## config.mk

```make
export PLATFORM = sky130hd
export DESIGN_NAME = mem_wb_pipe_reg
export DESIGN_NICKNAME = d
export VERILOG_FILES = /design/src/rtl/mem_wb_pipe_reg_pkg.sv /design/src/rtl/mem_wb_pipe_reg_pipe_stall_ctl.sv /design/src/rtl/mem_wb_pipe_reg.sv
export SDC_FILE = /design/constraint.sdc
export NUM_CORES = 1
export LEC_CHECK = 0
export ABC_CLOCK_PERIOD_IN_PS = 6100
export CORE_UTILIZATION = 45
export DETAILED_ROUTE_END_ITERATION = 10
export MAX_ROUTING_LAYER = met4
export PLACE_DENSITY = 0.86
export SLEW_MARGIN = 20
export SYNTH_ARGS = -nofsm -noshare
export SYNTH_HDL_FRONTEND = slang
export SYNTH_SLANG_ARGS = --single-unit
```

## constraint.sdc

```tcl
create_clock -name clk -period 6.1 [get_ports clk]
set_clock_uncertainty 0.05 [all_clocks]
set_input_delay 0.915 -clock clk [delete_from_list [all_inputs] [get_ports clk]]
set_output_delay 0.915 -clock clk [all_outputs]
set_load 0.05 [all_outputs]
```

## src/rtl/mem_wb_pipe_reg_pkg.sv

```systemverilog
// MEM->WB stage register shared definitions.
// Stage-action encoding shared by every pipeline stage register.
package mem_wb_pipe_reg_pkg;

  localparam logic ENABLE  = 1'b1;
  localparam logic DISABLE = 1'b0;

  localparam int REG_ADDR_W = 5;
  localparam int REG_DATA_W = 32;

  typedef logic [REG_ADDR_W-1:0] reg_addr_t;
  typedef logic [REG_DATA_W-1:0] reg_data_t;

  localparam reg_data_t ZERO_WORD = '0;

  localparam logic [1:0] ACT_ADVANCE = 2'd0;
  localparam logic [1:0] ACT_HOLD    = 2'd1;
  localparam logic [1:0] ACT_BUBBLE  = 2'd2;

  localparam logic [31:0] CNT_MAX = 32'hFFFF_FFFF;

  function automatic logic [31:0] sat_inc(
    input logic [31:0] v
  );
    return (v == CNT_MAX) ? v : v + 32'd1;
  endfunction

endpackage

```

## src/rtl/mem_wb_pipe_reg_pipe_stall_ctl.sv

```systemverilog
// Stage-action decoder: stall vector + flush -> advance/hold/bubble.
// Generic over stall width and stage position so every stage register can reuse it.
module pipe_stall_ctl
  import mem_wb_pipe_reg_pkg::*;
#(
  parameter int STALL_W   = 6,
  parameter int STAGE_IDX = 4
) (
  input  logic [STALL_W-1:0] stall,
  input  logic               flush,
  output logic [1:0]         act
);

  logic own;
  logic down;

  assign own = stall[STAGE_IDX];

  // The last stage has no downstream stall bit.
  generate
    if (STAGE_IDX < STALL_W - 1) begin : g_down
      assign down = stall[STAGE_IDX+1];
    end else begin : g_last
      assign down = 1'b0;
    end
  endgenerate

  logic unused_stall;
  assign unused_stall = ^stall;

  always_comb begin
    act = ACT_ADVANCE;
    unique case (1'b1)
      own & down:    act = ACT_HOLD;
      own & ~down:   act = ACT_BUBBLE;
      ~own & flush:  act = ACT_BUBBLE;
      ~own & ~flush: act = ACT_ADVANCE;
      default:       act = ACT_ADVANCE;
    endcase
  end

endmodule

```

## src/rtl/mem_wb_pipe_reg.sv

```systemverilog
// MEM->WB pipeline register with multi-channel write filtering and retire count.
// Optional HI/LO write channel enabled by defining MEM_WB_HILO_EN.
module mem_wb_pipe_reg
  import mem_wb_pipe_reg_pkg::*;
#(
  parameter int DATA_W     = 32,
  parameter int ADDR_W     = 5,
  parameter int NUM_WR     = 2,
  parameter int STALL_W    = 6,
  parameter int STAGE_IDX  = 4,
  parameter int ZERO_SUPPR = 1
) (
  input  logic                     clk,
  input  logic                     rst,
  input  logic [STALL_W-1:0]       stall,
  input  logic                     flush,
  input  logic                     valid_i,
  input  logic [NUM_WR-1:0]        wr_en_i,
  input  logic [NUM_WR*ADDR_W-1:0] wr_addr_i,
  input  logic [NUM_WR*DATA_W-1:0] wr_data_i,
`ifdef MEM_WB_HILO_EN
  input  logic                     hilo_we_i,
  input  logic [DATA_W-1:0]        hi_i,
  input  logic [DATA_W-1:0]        lo_i,
  output logic                     hilo_we_o,
  output logic [DATA_W-1:0]        hi_o,
  output logic [DATA_W-1:0]        lo_o,
`endif
  output logic                     valid_o,
  output logic [NUM_WR-1:0]        wr_en_o,
  output logic [NUM_WR*ADDR_W-1:0] wr_addr_o,
  output logic [NUM_WR*DATA_W-1:0] wr_data_o,
  output logic [31:0]              retire_cnt_o
);

  logic [1:0] act;

  pipe_stall_ctl #(
    .STALL_W   (STALL_W),
    .STAGE_IDX (STAGE_IDX)
  ) u_ctl (
    .stall (stall),
    .flush (flush),
    .act   (act)
  );

  logic [NUM_WR-1:0] en_raw;
  logic [NUM_WR-1:0] en_flt;

  // Highest-index channel wins when two enabled channels target one register.
  generate
    for (genvar k = 0; k < NUM_WR; k++) begin : g_ch
      logic [ADDR_W-1:0] a_k;
      logic              hit;

      assign a_k = wr_addr_i[k*ADDR_W +: ADDR_W];
      assign en_raw[k] = wr_en_i[k] & valid_i
                       & ~((ZERO_SUPPR != 0) && (a_k == '0));

      always_comb begin
        hit = 1'b0;
        for (int j = k + 1; j < NUM_WR; j++) begin
          if (en_raw[j] && (wr_addr_i[j*ADDR_W +: ADDR_W] == a_k))
            hit = 1'b1;
        end
      end

      assign en_flt[k] = en_raw[k] & ~hit;
    end
  endgenerate

  logic [31:0] retire_cnt_q;
  assign retire_cnt_o = retire_cnt_q;

  always_ff @(posedge clk) begin
    if (rst) begin
      valid_o      <= DISABLE;
      wr_en_o      <= '0;
      wr_addr_o    <= '0;
      wr_data_o    <= '0;
      retire_cnt_q <= '0;
    end else begin
      case (act)
        ACT_ADVANCE: begin
          valid_o   <= valid_i;
          wr_en_o   <= en_flt;
          wr_addr_o <= wr_addr_i;
          wr_data_o <= wr_data_i;
          if (valid_i)
            retire_cnt_q <= sat_inc(retire_cnt_q);
        end
        ACT_BUBBLE: begin
          valid_o   <= DISABLE;
          wr_en_o   <= '0;
          wr_addr_o <= '0;
          wr_data_o <= '0;
        end
        default: ;
      endcase
    end
  end

`ifdef MEM_WB_HILO_EN
  always_ff @(posedge clk) begin
    if (rst) begin
      hilo_we_o <= DISABLE;
      hi_o      <= '0;
      lo_o      <= '0;
    end else begin
      case (act)
        ACT_ADVANCE: begin
          hilo_we_o <= hilo_we_i & valid_i;
          hi_o      <= hi_i;
          lo_o      <= lo_i;
        end
        ACT_BUBBLE: begin
          hilo_we_o <= DISABLE;
          hi_o      <= '0;
          lo_o      <= '0;
        end
        default: ;
      endcase
    end
  end
`endif

endmodule

```

==> reports/results.ini <==
[routing]
vias_per_cell=5.60
drt.antenna.violating_nets=0
first_pass_iters=5
drt_iter0_drc=227
drc=0
avgRoutedWirePerCell_um=16.3
via_count=4323
wl_um=12600

[placed_design]
gp_congestion=0.867
hpwl_um=8880
placed_cells=756
io_buffers=190

[worst_setup_path]
crit_chain=clkdlybuf4s50_1 -> or3b_1 -> nor3_2 -> o2111ai_1 -> or4_1 -> a21oi_1
r2r_start=retire_cnt_o[10]
r2r-end=retire_cnt_o[17]
endpoint_kind=register
crit_type=in -> reg
crit_end=retire_cnt_o[30]
cp_slowest_cell=or3b_1
r2r_cells=5
ff2ff_setup_slack_ns=3.38
cpPeakStageDelay_ns=0.64
critPathLaunch=valid_i
cp_max_fo=16
cp-start-kind=primary input
cp_data_arrival_time_ns=3.53
required_ns=6.33

[global_routing]
gr-total-overflow=0
grt_pass1_wl_um=19800
grt.total_usage=0.255
grt_max_degree=117
grt_antenna_before_repair=0
grt_pass1_vias=4139

[clocking]
post_cts_buffers=0
cts_resized=0
cts_root_buffer=clkbuf_8
cts_made_buffers=9
cts.hold.buffers_added=0
cts_sinks=109
htree_levels=3
cts_tree=built
clock_path_buffers=2
clock_latency_ns=0.36
path_clk_slew_ns=0.10

[floorplanning]
num_rows=35
dieArea_mm2=0.0100
die_width_um=100
pin_count=195
core_mm2=0.00928
start_util=0.467
die_y_um=100

[power_and_ir_drop]
combPwrFrac=0.154
leakagePower_nw=2.17
power_density_mw_per_mm2=211
clkPwrFrac=0.304
pwr-share-seq=0.542
ir_worst_vdd_mv=0.113
p_switching_mw=0.383
p_sw_frac=0.282
internal_power_mw=0.977
finalPower_mw=1.36

[logic_synthesis]
syn-mean-instance-area_um2=9.17
netlist_area_mm2=0.00434
synth-edff-count=0
ys_seq_elements=109
synthesis.nets=560
synth_area_leaders=dfxtp_1, a22oi_1, nor2_1
synth-main-ff-cell=dfxtp_1
yosysUniqueCellTypes=46
yosysTopAreaCell=dfxtp_1
yosysSeqAreaShare=0.503
syn-instance-count=473
yosys_warnings=0
synthDominantCellAreaShare=0.503
async_reset_ff_frac=0

[final_layout]
diodes=0
utilization=0.695
seq_area_mm2=0.00218
final_common_cell=clkdlybuf4s50_1
stdcell_count=772
mostFrequentLayoutCells=clkdlybuf4s50_1, dfxtp_1, nor2_1
drive_above_1_share=0.0560
layout.nets=725
num-fill-cells=723
syn_to_final_growth_pct=48.7
multi_input_area_mm2=0.00199

[timing]
tightest_slew_ns=0.818
slew_headroom=0.454
fmax_mhz=303
setup_tns_ns=0
rsz0062_at_grt=no
hold_viol=0
fin_crit_sh=0.541
period_minus_slack_ns=3.30
setup_viol_count_final=0
drv_slew=0
hold_ws_ns=0.408

[run]
maxCapViolations=0

[status]
status=completed

[worst_hold_path]
hp-class=reg -> reg

## critical path, delay by kind of cell
family / cells / cell delay [ns]
buffers and inverters: 1 / 0.54
AND/OR/NAND/NOR: 3 / 1.57
AO/OA/AOI/OAI: 2 / 0.50
## area by class of cell
class / count / area share
multi-input cells: 322 / 0.309
clock buffers: 10 / 0.0198
clock inverters: 6 / 0.00873
inverters: 4 / 0.00233
flip-flops and latches: 109 / 0.338
repair buffers: 192 / 0.297
well taps: 129 / 0.0250
## power groups by stage
stage | registers [mW] | logic [mW] | clock network (mW)
6_report | 0.737 | 0.210 | 0.413
5_1_grt | 0.740 | 0.221 | 0.452
4_1_cts | 0.737 | 0.210 | 0.422
3_5_place_dp | 0.753 | 0.209 | 0
3_3_place_gp | 0.753 | 0.206 | 0
2_1_floorplan | 0.811 | 0.0528 | 0
## metal layers
layer  vias up  share of wire  wire, um  GRT usage
li1       2055              -         -          -
met1      2059           0.41      5160      0.299
met2       190           0.50      6360      0.425
met3        19          0.064       802     0.0585
met4         0          0.022       274     0.0981
met5         -              0         0          -
## synthesized netlist by cell type, types with 2 or more instances
| library cell | number |
|---|---|
| dfxtp_1 | 109 |
| nor2_1 | 89 |
| a22oi_1 | 75 |
| clkbuf_1 | 30 |
| a21oi_1 | 21 |
| or4_1 | 15 |
| nand2_1 | 14 |
| o31ai_1 | 13 |
| nand3_1 | 11 |
| or3_1 | 11 |
| o21ai_0 | 8 |
| xor2_1 | 8 |
| nand4_1 | 7 |
| nor2b_1 | 6 |
| nor4_1 | 5 |
| and3_1 | 4 |
| inv_1 | 4 |
| buf_1 | 3 |
| mux2_4 | 3 |
| xnor2_1 | 3 |
| buf_4 | 2 |
| mux2_2 | 2 |
| nand2b_1 | 2 |
| nor3_1 | 2 |
| nor3_2 | 2 |
| nor4_2 | 2 |
| o2111ai_1 | 2 |
| o211ai_1 | 2 |
## how the worst min path moves through the flow
| stage | to | slack (ns) | depth (start not counted) | from |
|---|---|---|---|---|
| 6_report | wr_en_o[0] | 0.41 | 2 | wr_en_o[0] |
| 3_3_place_gp | wr_en_o[0] | 0.39 | 2 | wr_en_o[0] |
| 2_1_floorplan | wr_en_o[0] | 0.62 | 2 | wr_en_o[0] |
| 5_1_grt | wr_en_o[0] | 0.44 | 2 | wr_en_o[0] |
| 3_5_place_dp | wr_en_o[0] | 0.40 | 2 | wr_en_o[0] |
| 4_1_cts | wr_en_o[0] | 0.41 | 2 | wr_en_o[0] |
## registers in the layout (all words and copies together), names as in the netlist
signal	flops
valid_o	1
wr_addr_o	10
wr_en_o	2
wr_data_o	64
retire_cnt_o	32
## stage by stage
stage | setup WS (ns) | area (um^2)
final | 2.80 | 6450
after global routing | 2.67 | 6450
after CTS | 2.83 | 6450
after detailed placement | 2.51 | 6260
after global placement | 2.59 | 6260
after floorplan | 3.41 | 4340
## kinds of logic (layout without fill, tap and decap cells)
group                      count (synthesis)  in the layout  share of synthesized area
AOI/OAI and AO/OA                        125            125                      0.202
DFF                                      109            109                      0.503
xor gates and xnor gates                  11             11                     0.0222
buffers and inverters                     42            212                     0.0404
adders and majority gates                  1              1                    0.00288
and+or+nand+nor                          179            179                      0.211
muxes                                      6              6                     0.0179
No activity file was read; power rests on OpenSTA's default activity.
